==> src/rtl/mem_ctrl_pkg.sv <==
// Shared encodings for the byte-wide RAM port controller: FSM states,
// MEM length codes, read/write codes and the enable/busy levels.
package mem_ctrl_pkg;

  typedef enum logic [1:0] {
    IDLE = 2'd0,
    XFER = 2'd1,
    DONE = 2'd2
  } state_t;

  localparam logic [1:0] LEN_B = 2'd0;
  localparam logic [1:0] LEN_H = 2'd1;
  localparam logic [1:0] LEN_W = 2'd2;

  localparam logic READ  = 1'b0;
  localparam logic WRITE = 1'b1;

  localparam logic ENABLE  = 1'b1;
  localparam logic DISABLE = 1'b0;
  localparam logic BUSY    = 1'b1;

  // Byte count of a MEM access; code 3 behaves as a word.
  function automatic logic [2:0] len_bytes(input logic [1:0] len);
    case (len)
      LEN_B:   return 3'd1;
      LEN_H:   return 3'd2;
      default: return 3'd4;
    endcase
  endfunction

endpackage

==> src/rtl/mem_ctrl.sv <==
// Arbitrates the single byte-wide RAM port between ICache fills and MEM
// loads/stores, sequencing each access as little-endian byte transfers.
module mem_ctrl
  import mem_ctrl_pkg::*;
#(
  parameter int ADDR_W = 32
) (
  input  logic              clk_in,
  input  logic              rst_in,
  input  logic              rdy_in,
  input  logic              ICacheE_in,
  input  logic [ADDR_W-1:0] ICacheAddr_in,
  input  logic              MEME_in,
  input  logic              MEMrw_in,
  input  logic [1:0]        MEMlen_in,
  input  logic [ADDR_W-1:0] MEMaddr_in,
  input  logic [31:0]       MEMdata_in,
  input  logic [7:0]        mem_din_in,
  output logic              ICache_instE_out,
  output logic [31:0]       ICache_inst_out,
  output logic              MEM_dataE_out,
  output logic [31:0]       MEM_data_out,
  output logic              busyICache_out,
  output logic              busyMEM_out,
  output logic [ADDR_W-1:0] mem_a_out,
  output logic [7:0]        mem_dout_out,
  output logic              mem_wr_out
);

  state_t            state_q, state_d;
  logic              owner_ic_q, owner_ic_d;
  logic              rw_q, rw_d;
  logic [2:0]        nbytes_q, nbytes_d;
  logic [ADDR_W-1:0] addr_q, addr_d;
  logic [31:0]       wdata_q, wdata_d;
  logic [31:0]       rdata_q, rdata_d;
  logic [2:0]        iss_q, iss_d;
  logic [2:0]        cap_q, cap_d;
  logic              pend_q, pend_d;
  logic              busy_ic_q, busy_ic_d;
  logic              busy_mem_q, busy_mem_d;
  logic              ic_abort;

  assign busyICache_out = busy_ic_q;
  assign busyMEM_out    = busy_mem_q;

  assign ic_abort = (state_q == XFER) && owner_ic_q &&
                    (!ICacheE_in || (ICacheAddr_in != addr_q));

  always_ff @(posedge clk_in) begin
    if (rst_in) begin
      state_q    <= IDLE;
      owner_ic_q <= 1'b0;
      rw_q       <= READ;
      nbytes_q   <= 3'd0;
      addr_q     <= '0;
      wdata_q    <= 32'd0;
      rdata_q    <= 32'd0;
      iss_q      <= 3'd0;
      cap_q      <= 3'd0;
      pend_q     <= 1'b0;
      busy_ic_q  <= DISABLE;
      busy_mem_q <= DISABLE;
    end else begin
      state_q    <= state_d;
      owner_ic_q <= owner_ic_d;
      rw_q       <= rw_d;
      nbytes_q   <= nbytes_d;
      addr_q     <= addr_d;
      wdata_q    <= wdata_d;
      rdata_q    <= rdata_d;
      iss_q      <= iss_d;
      cap_q      <= cap_d;
      pend_q     <= pend_d;
      busy_ic_q  <= busy_ic_d;
      busy_mem_q <= busy_mem_d;
    end
  end

  always_comb begin
    state_d    = state_q;
    owner_ic_d = owner_ic_q;
    rw_d       = rw_q;
    nbytes_d   = nbytes_q;
    addr_d     = addr_q;
    wdata_d    = wdata_q;
    rdata_d    = rdata_q;
    iss_d      = iss_q;
    cap_d      = cap_q;
    pend_d     = pend_q;
    busy_ic_d  = busy_ic_q;
    busy_mem_d = busy_mem_q;

    mem_a_out        = '0;
    mem_dout_out     = 8'd0;
    mem_wr_out       = DISABLE;
    ICache_instE_out = 1'b0;
    ICache_inst_out  = 32'd0;
    MEM_dataE_out    = 1'b0;
    MEM_data_out     = 32'd0;

    if (!rst_in) begin
      if (rdy_in) begin
        case (state_q)
          IDLE: begin
            iss_d   = 3'd0;
            cap_d   = 3'd0;
            pend_d  = 1'b0;
            rdata_d = 32'd0;
            if (MEME_in) begin
              state_d    = XFER;
              owner_ic_d = 1'b0;
              rw_d       = MEMrw_in;
              nbytes_d   = len_bytes(MEMlen_in);
              addr_d     = MEMaddr_in;
              wdata_d    = MEMdata_in;
              busy_mem_d = BUSY;
            end else if (ICacheE_in) begin
              state_d    = XFER;
              owner_ic_d = 1'b1;
              rw_d       = READ;
              nbytes_d   = 3'd4;
              addr_d     = ICacheAddr_in;
              wdata_d    = 32'd0;
              busy_ic_d  = BUSY;
            end
          end

          XFER: begin
            if (ic_abort) begin
              state_d   = IDLE;
              busy_ic_d = DISABLE;
              iss_d     = 3'd0;
              cap_d     = 3'd0;
              pend_d    = 1'b0;
            end else begin
              // The byte issued last cycle is on mem_din_in now.
              if (pend_q) begin
                rdata_d[{cap_q[1:0], 3'b000} +: 8] = mem_din_in;
                cap_d = cap_q + 3'd1;
              end
              pend_d = 1'b0;
              if (iss_q < nbytes_q) begin
                mem_a_out = addr_q + ADDR_W'(iss_q);
                iss_d     = iss_q + 3'd1;
                if (rw_q == WRITE) begin
                  mem_wr_out   = ENABLE;
                  mem_dout_out = wdata_q[{iss_q[1:0], 3'b000} +: 8];
                  cap_d        = iss_q + 3'd1;
                end else begin
                  pend_d = 1'b1;
                end
              end
              if ((rw_q == WRITE) ? (iss_q == nbytes_q - 3'd1)
                                  : (pend_q && (cap_q == nbytes_q - 3'd1))) begin
                state_d    = DONE;
                busy_ic_d  = DISABLE;
                busy_mem_d = DISABLE;
                iss_d      = 3'd0;
                cap_d      = 3'd0;
                pend_d     = 1'b0;
              end
            end
          end

          DONE: begin
            state_d = IDLE;
            if (owner_ic_q) begin
              ICache_instE_out = 1'b1;
              ICache_inst_out  = rdata_q;
            end else begin
              MEM_dataE_out = 1'b1;
              MEM_data_out  = rdata_q;
            end
          end

          default: state_d = IDLE;
        endcase
      end else if (state_q == XFER) begin
        // Stall: rewind to the first uncaptured byte and reissue it on resume.
        mem_a_out = addr_q + ADDR_W'(cap_q);
        iss_d     = cap_q;
        pend_d    = 1'b0;
      end
    end
  end

endmodule

==> config.mk <==
export PLATFORM = sky130hd
export DESIGN_NAME = mem_ctrl
export DESIGN_NICKNAME = d
export VERILOG_FILES = /design/src/rtl/mem_ctrl_pkg.sv /design/src/rtl/mem_ctrl.sv
export SDC_FILE = /design/constraint.sdc
export NUM_CORES = 1
export LEC_CHECK = 0
export ABC_CLOCK_PERIOD_IN_PS = 4460
export BUFFER_PORTS_ARGS = -buffer_cell sky130_fd_sc_hd__buf_2
export CAP_MARGIN = 10
export CORE_MARGIN = 5
export CORE_UTILIZATION = 54
export CTS_CLUSTER_DIAMETER = 40
export DETAILED_ROUTE_END_ITERATION = 7
export GPL_TIMING_DRIVEN = 0
export PLACE_DENSITY = 0.88
export SYNTH_ARGS = -nofsm -noshare
export SYNTH_HDL_FRONTEND = slang
export SYNTH_SLANG_ARGS = --single-unit
==> constraint.sdc <==
create_clock -name clk_in -period 4.46 [get_ports clk_in]
set_input_delay 0.892 -clock clk_in [delete_from_list [all_inputs] [get_ports clk_in]]
set_output_delay 0.892 -clock clk_in [all_outputs]
set_load 0.03 [all_outputs]
==> impl_results.md, run 1 <==
- Power Dens Cells: 264 nW/um2
- Final period utilization: between 90% and 100%
- Ports: about 220
- WL/cell: 18.5 um
- Hold Fails Final Rpt: 0
- Post-synth EDFFs: 0
- Die Ht: around 130 um
- Status: completed
- Total Routing Usage GR: 28.8%
- Fin crit period: 4350 ps
- DRT Wirelength: 26.5 mm
- Die area: about 17000 um2
- Synth-to-Final Area Change: 21.2%
- Cell variety after synth: 65
- Register area share after synthesis: 28.2%
- Synthesized cell area: slightly below 8000 um2
- Worst-path clk slew: 80 ps
- Critical Path RT: 3570 ps
- Initial antenna violation count: 0
- RePlAce Congestion: 0.966
- Core Rows: 44
- Die width: 131 um
- Power Total: ~2.5 mW
- Number of global-route vias before repair: a little under 8000
- Worst hold margin: 455 ps
- Number of remaining DRC errors: 0
- R2R Path End: iss_q[1]$_SDFFE_PP0P_
- Total CTS buffers: 9
- CP arrival: 3460 ps
- Async S/R FF share, synth: 0%
- Placed insts: roughly 1400
- First-pass GRT wire length: between 40 and 50 mm
- # port buffers: 218
- DR pass1 iterations: 5
- Congestion Overflow GR: 0
- Reg2Reg Launch Point: iss_q[0]$_SDFFE_PP0P_
- Core Region: 14500 um2
- RSZ-0062 raised after global routing: no
- Worst-path fanout max: 10
- Crit path launch type: register
- Avg Inst Size Synth: 7.84 um2
- Max VDD drop: 195 uV
- Max_slew headroom: a little over a fifth
- Synth Flop Type: dfxtp_1
- Max Root-Sink Buffers: 2
- Syn nets: 1142
- TritonCTS clock tree: built
- Hpwl dp: 20.1 mm
- Setup violators final: 0
- Hold buffers post-CTS: 0
- Tightest Hold Check Type: register to register
- Max Fclk: 0.230 GHz
- CP endpoint kind: output port
- Fin util: 66.5%
- Final ANT Viol Nets: 0
- Critical path class: register to output port
- Top cell type's share of synthesized area: 28.2%
- Clk_lat worst skew: 370 ps
- H-tree Lvls: 3
- Slew at the pin closest to its max-slew limit: 1160 ps
- Share of post-route cells with drive strength above 1: about a quarter
- Cells on worst reg2reg path: 9
- Max-Cap Viols: 0
- Register bit total from synthesis: 112
- Reg2Reg Setup Slack: about 1500 ps
- Vias per std cell: just under 6
- Yosys warning total: 0
- Clk sinks: around 110
- Via count: 8516
- Layout Nets: roughly 1400
- Top cells by area, synth: dfxtp_1, a21oi_1, xnor2_1
- Clock root cell: clkbuf_16
- Pin count of the biggest net entering global routing: 23
- # diodes: 0
- Post-synth top cells: a21oi_1, dfxtp_1, nand2_1, nand3_1, nor2_1
- Initial DRC Count: ~1100
- CP endpoint: mem_a_out[28]
- Synth Instances: a little over 1000
- Initial Util: 54.9%
- Skew final: 8.88 ps
- Cell with the most instances after synthesis: a21oi_1
- Cell Count, Final, Fillers Out: 1434
- Pleak: 4.00 nW
- CP startpoint: iss_q[1]$_SDFFE_PP0P_
- Largest area contributor in the netlist: dfxtp_1
- Max-slew violations: 0
-- layout make-up --
class,instances,area (um2)
buffer,100,465
clock buffer,9,225
clock inverter,7,80.1
fill,1282,4850
inverter,22,82.6
multi-input combinational,779,5190
sequential,112,2240
tap,184,230
timing repair buffer,221,1110
-- logic make-up (layout without fill, tap and decap cells) --
logic type               after synthesis  count (layout)  share of synthesized area [%]
XOR/XNOR                              94              94                           10.4
multiplexers                          40              40                           6.30
AO/OA/AOI/OAI                        239             239                           19.9
buffers and inverters                122             359                           6.85
flip-flops                           112             112                           28.2
adder cells (fa/ha/maj)               17              17                           2.87
AND/OR/NAND/NOR                      389             389                           25.5
-- stage by stage --
stage          cell area (um2)  worst slack [ps]  setup TNS [ps]
3_5_place_dp              9280             -88.4           -88.4
5_1_grt                   9630              10.4               0
4_1_cts                   9590              50.3               0
2_1_floorplan             7940               370               0
6_report                  9630               110               0
3_3_place_gp              9260             -52.8           -52.8
-- sequential cells by signal (all words and copies together), names as in the netlist --
| signal | cells |
|---|---|
| addr_q | 32 |
| busyICache_out | 1 |
| busyMEM_out | 1 |
| cap_q | 3 |
| iss_q | 3 |
| nbytes_q | 3 |
| owner_ic_q | 1 |
| pend_q | 1 |
| rdata_q | 32 |
| rw_q | 1 |
| state_q | 2 |
| wdata_q | 32 |
-- placed cells by master, fill, tap and decap left out, types with 9 or more instances in the layout --
cell type  count
xor2_1        29
a211oi_1      44
nand4_1       21
nand3_1       70
mux2i_1       32
dfxtp_1      112
and2_1        65
clkbuf_16      9
xnor2_1       65
inv_1         21
a21oi_1      116
nor3_1        15
o211ai_1      31
buf_2        246
clkbuf_1      57
nor2_1        68
ha_1          15
nand2b_1      11
a22o_1        10
nand2_1       89
-- per-layer routing --
layer | vias up | share of wire, % | global-route usage [%]
met4 | 0 | 2.8 | 9.31
met3 | 62 | 10 | 5.93
met2 | 493 | 46 | 45.9
li1 | 4027 | - | -
met5 | - | 0 | 0
met1 | 3934 | 41 | 39.2
-- power by group --
| group | switching, mW | leakage [nW] | internal [mW] | total, mW |
|---|---|---|---|---|
| clock network | 0.443 | 0.146 | 0.404 | 0.847 |
| registers | 0.0261 | 0.913 | 1.04 | 1.07 |
| logic | 0.398 | 2.94 | 0.223 | 0.621 |
| total | 0.868 | 4.00 | 1.67 | 2.54 |
-- critical path, stage by stage (launching register included) --
cell and delay, ps:
dfxtp_1 440, clkbuf_4 290, inv_1 140, fa_1 420, nand2b_1 230, a211oi_4 430, nor2b_4 300, nand3_1 120
xor2_1 170, a211oi_1 280, buf_2 250
-- timing repair --
item | in CTS | in global routing
endpoints found under the setup margin | 9 | 8
resized for setup | 4 | 4
buffers inserted | 0 | 2
endpoints found under the hold margin | 0 | 0
pin swaps | 0 | 2
-- how the worst min path moves through the flow --
| stage | from | end | slack [ps] | cells after the start |
|---|---|---|---|---|
| finish | wdata_q[10]$_SDFFE_PP0P_ | wdata_q[10]$_SDFFE_PP0P_ | 450 | 2 |
| global route | wdata_q[0]$_SDFFE_PP0P_ | wdata_q[0]$_SDFFE_PP0P_ | 470 | 2 |
| CTS | wdata_q[19]$_SDFFE_PP0P_ | wdata_q[19]$_SDFFE_PP0P_ | 450 | 2 |
| floorplan | wdata_q[16]$_SDFFE_PP0P_ | wdata_q[16]$_SDFFE_PP0P_ | 430 | 2 |
| detailed placement | wdata_q[19]$_SDFFE_PP0P_ | wdata_q[19]$_SDFFE_PP0P_ | 440 | 2 |
| global placement | wdata_q[4]$_SDFFE_PP0P_ | wdata_q[4]$_SDFFE_PP0P_ | 440 | 2 |
No activity file was read; power rests on OpenSTA's default activity.
==> run 2: changes to the inputs <==
--- a/config.mk
+++ b/config.mk
@@ -14,5 +14,5 @@
 export DETAILED_ROUTE_END_ITERATION = 7
 export GPL_TIMING_DRIVEN = 0
-export PLACE_DENSITY = 0.88
+export PLACE_DENSITY = 0.84
 export SYNTH_ARGS = -nofsm -noshare
 export SYNTH_HDL_FRONTEND = slang
==> constraint.sdc (replaced) <==
create_clock -name clk_in -period 4.46 [get_ports clk_in]
set_input_delay 0.669 -clock clk_in [delete_from_list [all_inputs] [get_ports clk_in]]
set_output_delay 0.669 -clock clk_in [all_outputs]
set_load 0.03 [all_outputs]
==> impl_results.md, run 2 (synthesis results as in run 1) <==
- Layout Nets: 1371 (was 1374)
- Pleak: 3.98 nW (was 4.00 nW)
- Via count: 8460 (was 8516)
- Congestion Overflow GR: 0 (unchanged)
- Slew at the pin closest to its max-slew limit: 1140 ps (was 1160 ps)
- Number of remaining DRC errors: 0 (unchanged)
- TritonCTS clock tree: built (unchanged)
- Post-CTS setup buffers: 0 (unchanged)
- RSZ-0062 raised after global routing: no (unchanged)
- Hpwl dp: 20.1 mm (about the same)
- Sequential power share: 42.6% (was 42.2%)
- Total Routing Usage GR: 28.4% (was 28.8%)
- Multi-input logic area: 5180 um2 (was 5190 um2)
- Max Root-Sink Buffers: 2 (unchanged)
- Hold depth: 2 (unchanged)
- Final period utilization: 95.8% (was 97.5%)
- Initial DRC Count: 745 (was 1052)
- CP endpoint kind: output port (unchanged)
- # diodes: 0 (unchanged)
- Die Ht: 131 um (unchanged)
- Skew final: 10.4 ps (was 8.88 ps)
- Worst-path clk slew: 80 ps (about the same)
- Worst Hold Launch: wdata_q[29]$_SDFFE_PP0P_ (was wdata_q[10]$_SDFFE_PP0P_)
- Critical path class: register to output port (unchanged)
- Clk_lat worst skew: 360 ps (was 370 ps)
- Reg2Reg Launch Point: iss_q[0]$_SDFFE_PP0P_ (unchanged)
- Share of post-route cells with drive strength above 1: 24.5% (was 24.7%)
- Worst-path fanout max: 10 (unchanged)
- Critical Path RT: 3790 ps (was 3570 ps)
- CP startpoint: iss_q[1]$_SDFFE_PP0P_ (unchanged)
- DRT Wirelength: 26.4 mm (was 26.5 mm)
- Number of global-route vias before repair: 7823 (was 7807)
- Tightest Hold Check Type: register to register (unchanged)
- Pin count of the biggest net entering global routing: 22 (was 23)
- Hold Fails Final Rpt: 0 (unchanged)
- Die area: 17200 um2 (unchanged)
- Ports: 221 (unchanged)
- Most frequent cells in the layout: buf_2, a21oi_1, dfxtp_1 (unchanged)
- Max-Cap Viols: 0 (unchanged)
- WL/cell: 18.4 um (was 18.5 um)
- First-pass GRT wire length: 41.0 mm (was 41.3 mm)
- Core Region: 14500 um2 (unchanged)
- Fin crit period: 4270 ps (was 4350 ps)
- Sw Share: 33.8% (was 34.2%)
- Top flop regs: addr_q x32, rdata_q x32, wdata_q x32 (unchanged)
- Initial antenna violation count: 0 (unchanged)
- Psw: 849 uW (was 868 uW)
- Fin util: 66.2% (was 66.5%)
- Max-slew violations: 0 (unchanged)
- H-tree Lvls: 3 (unchanged)
- Total CTS buffers: 9 (unchanged)
- Core Rows: 44 (unchanged)
- Max VDD drop: 213 uV (was 195 uV)
- Clk sinks: 112 (unchanged)
- CP arrival: 3610 ps (was 3460 ps)
- Crit path launch type: register (unchanged)
- Clock root cell: clkbuf_16 (unchanged)
- Initial Util: 54.9% (unchanged)
- Synth-to-Final Area Change: 20.8% (was 21.2%)
- Sequential Area: 2240 um2 (unchanged)
- Max_slew headroom: 23.4% (was 21.7%)
- RePlAce Congestion: 0.959 (was 0.966)
- Commonest non-fill, non-tap cell in the layout: buf_2 (unchanged)
- Max Fclk: 0.234 GHz (was 0.230 GHz)
- Cells on worst reg2reg path: 9 (unchanged)
- Setup TNS: 0 ps (unchanged)
- Final ANT Viol Nets: 0 (unchanged)
- # port buffers: 218 (unchanged)
- Worst hold margin: 455 ps (about the same)
- DR pass1 iterations: 6 (was 5)
- Vias per std cell: 5.91 (was 5.94)
- P_int: 1.66 mW (was 1.67 mW)
- Fillers: 1283 (was 1282)
- Clock power share: 32.6% (was 33.4%)
- Die width: 131 um (unchanged)
- Power Dens Cells: 262 nW/um2 (was 264 nW/um2)
- Setup violators final: 0 (unchanged)
- Status: completed (unchanged)
- Logic pwr share: 24.7% (was 24.5%)
## run 2: metrics by stage
stage	power, mW	worst slack [ps]	cells	cell area, um2
2_1_floorplan	1.50	593	1013	7940
3_3_place_gp	1.69	154	1415	9260
3_5_place_dp	1.70	137	1415	9280
4_1_cts	2.50	56.1	1431	9580
5_1_grt	2.60	8.16	1431	9590
6_report	2.51	185	1431	9590
## run 2: worst max-delay path, cell delays in order, from the launching register on
cell,delay [ps]
dfxtp_1,450
clkbuf_2,360
inv_1,160
fa_1,440
nand2b_1,220
a211oi_4,430
nor2b_2,350
nand3_1,120
xor2_1,170
a211oi_1,290
buf_2,250
## run 2: final cells by class
class | count | share of cell area, %
Multi-Input combinational cell | 779 | 54.0
Clock buffer | 9 | 2.35
Clock inverter | 7 | 0.770
Timing Repair Buffer | 218 | 11.4
Sequential cell | 112 | 23.4
Buffer | 100 | 4.83
Inverter | 22 | 0.861
Tap cell | 184 | 2.40
## run 2: routing by layer
metal,track usage (%),vias to the layer above,wire [um]
li1,-,4012,-
met1,39.0,3921,11000
met2,44.8,465,12100
met3,5.24,62,2600
met4,10.2,0,728
met5,0,-,0
## run 2: power by group through the flow
stage          clock network (mW)  registers (mW)  logic [mW]
6_report                    0.820            1.07       0.622
5_1_grt                     0.854            1.07       0.668
4_1_cts                     0.819            1.07       0.609
3_5_place_dp                    0            1.09       0.605
3_3_place_gp                    0            1.09       0.597
2_1_floorplan                   0            1.09       0.409
## run 2: worst paths after layout
path / slack, ps / to
setup reg to reg: 1580 / iss_q[1]$_SDFFE_PP0P_
hold reg to reg: 450 / wdata_q[29]$_SDFFE_PP0P_
hold / removal: 450 / wdata_q[29]$_SDFFE_PP0P_
setup / recovery: 190 / mem_a_out[28]
## run 2: timing repair
item,4_1_cts,5_1_grt
hold endpoints to repair,0,0
resized for setup,1,3
pin swaps,0,0
hold buffers,0,0
setup endpoints to repair,8,6
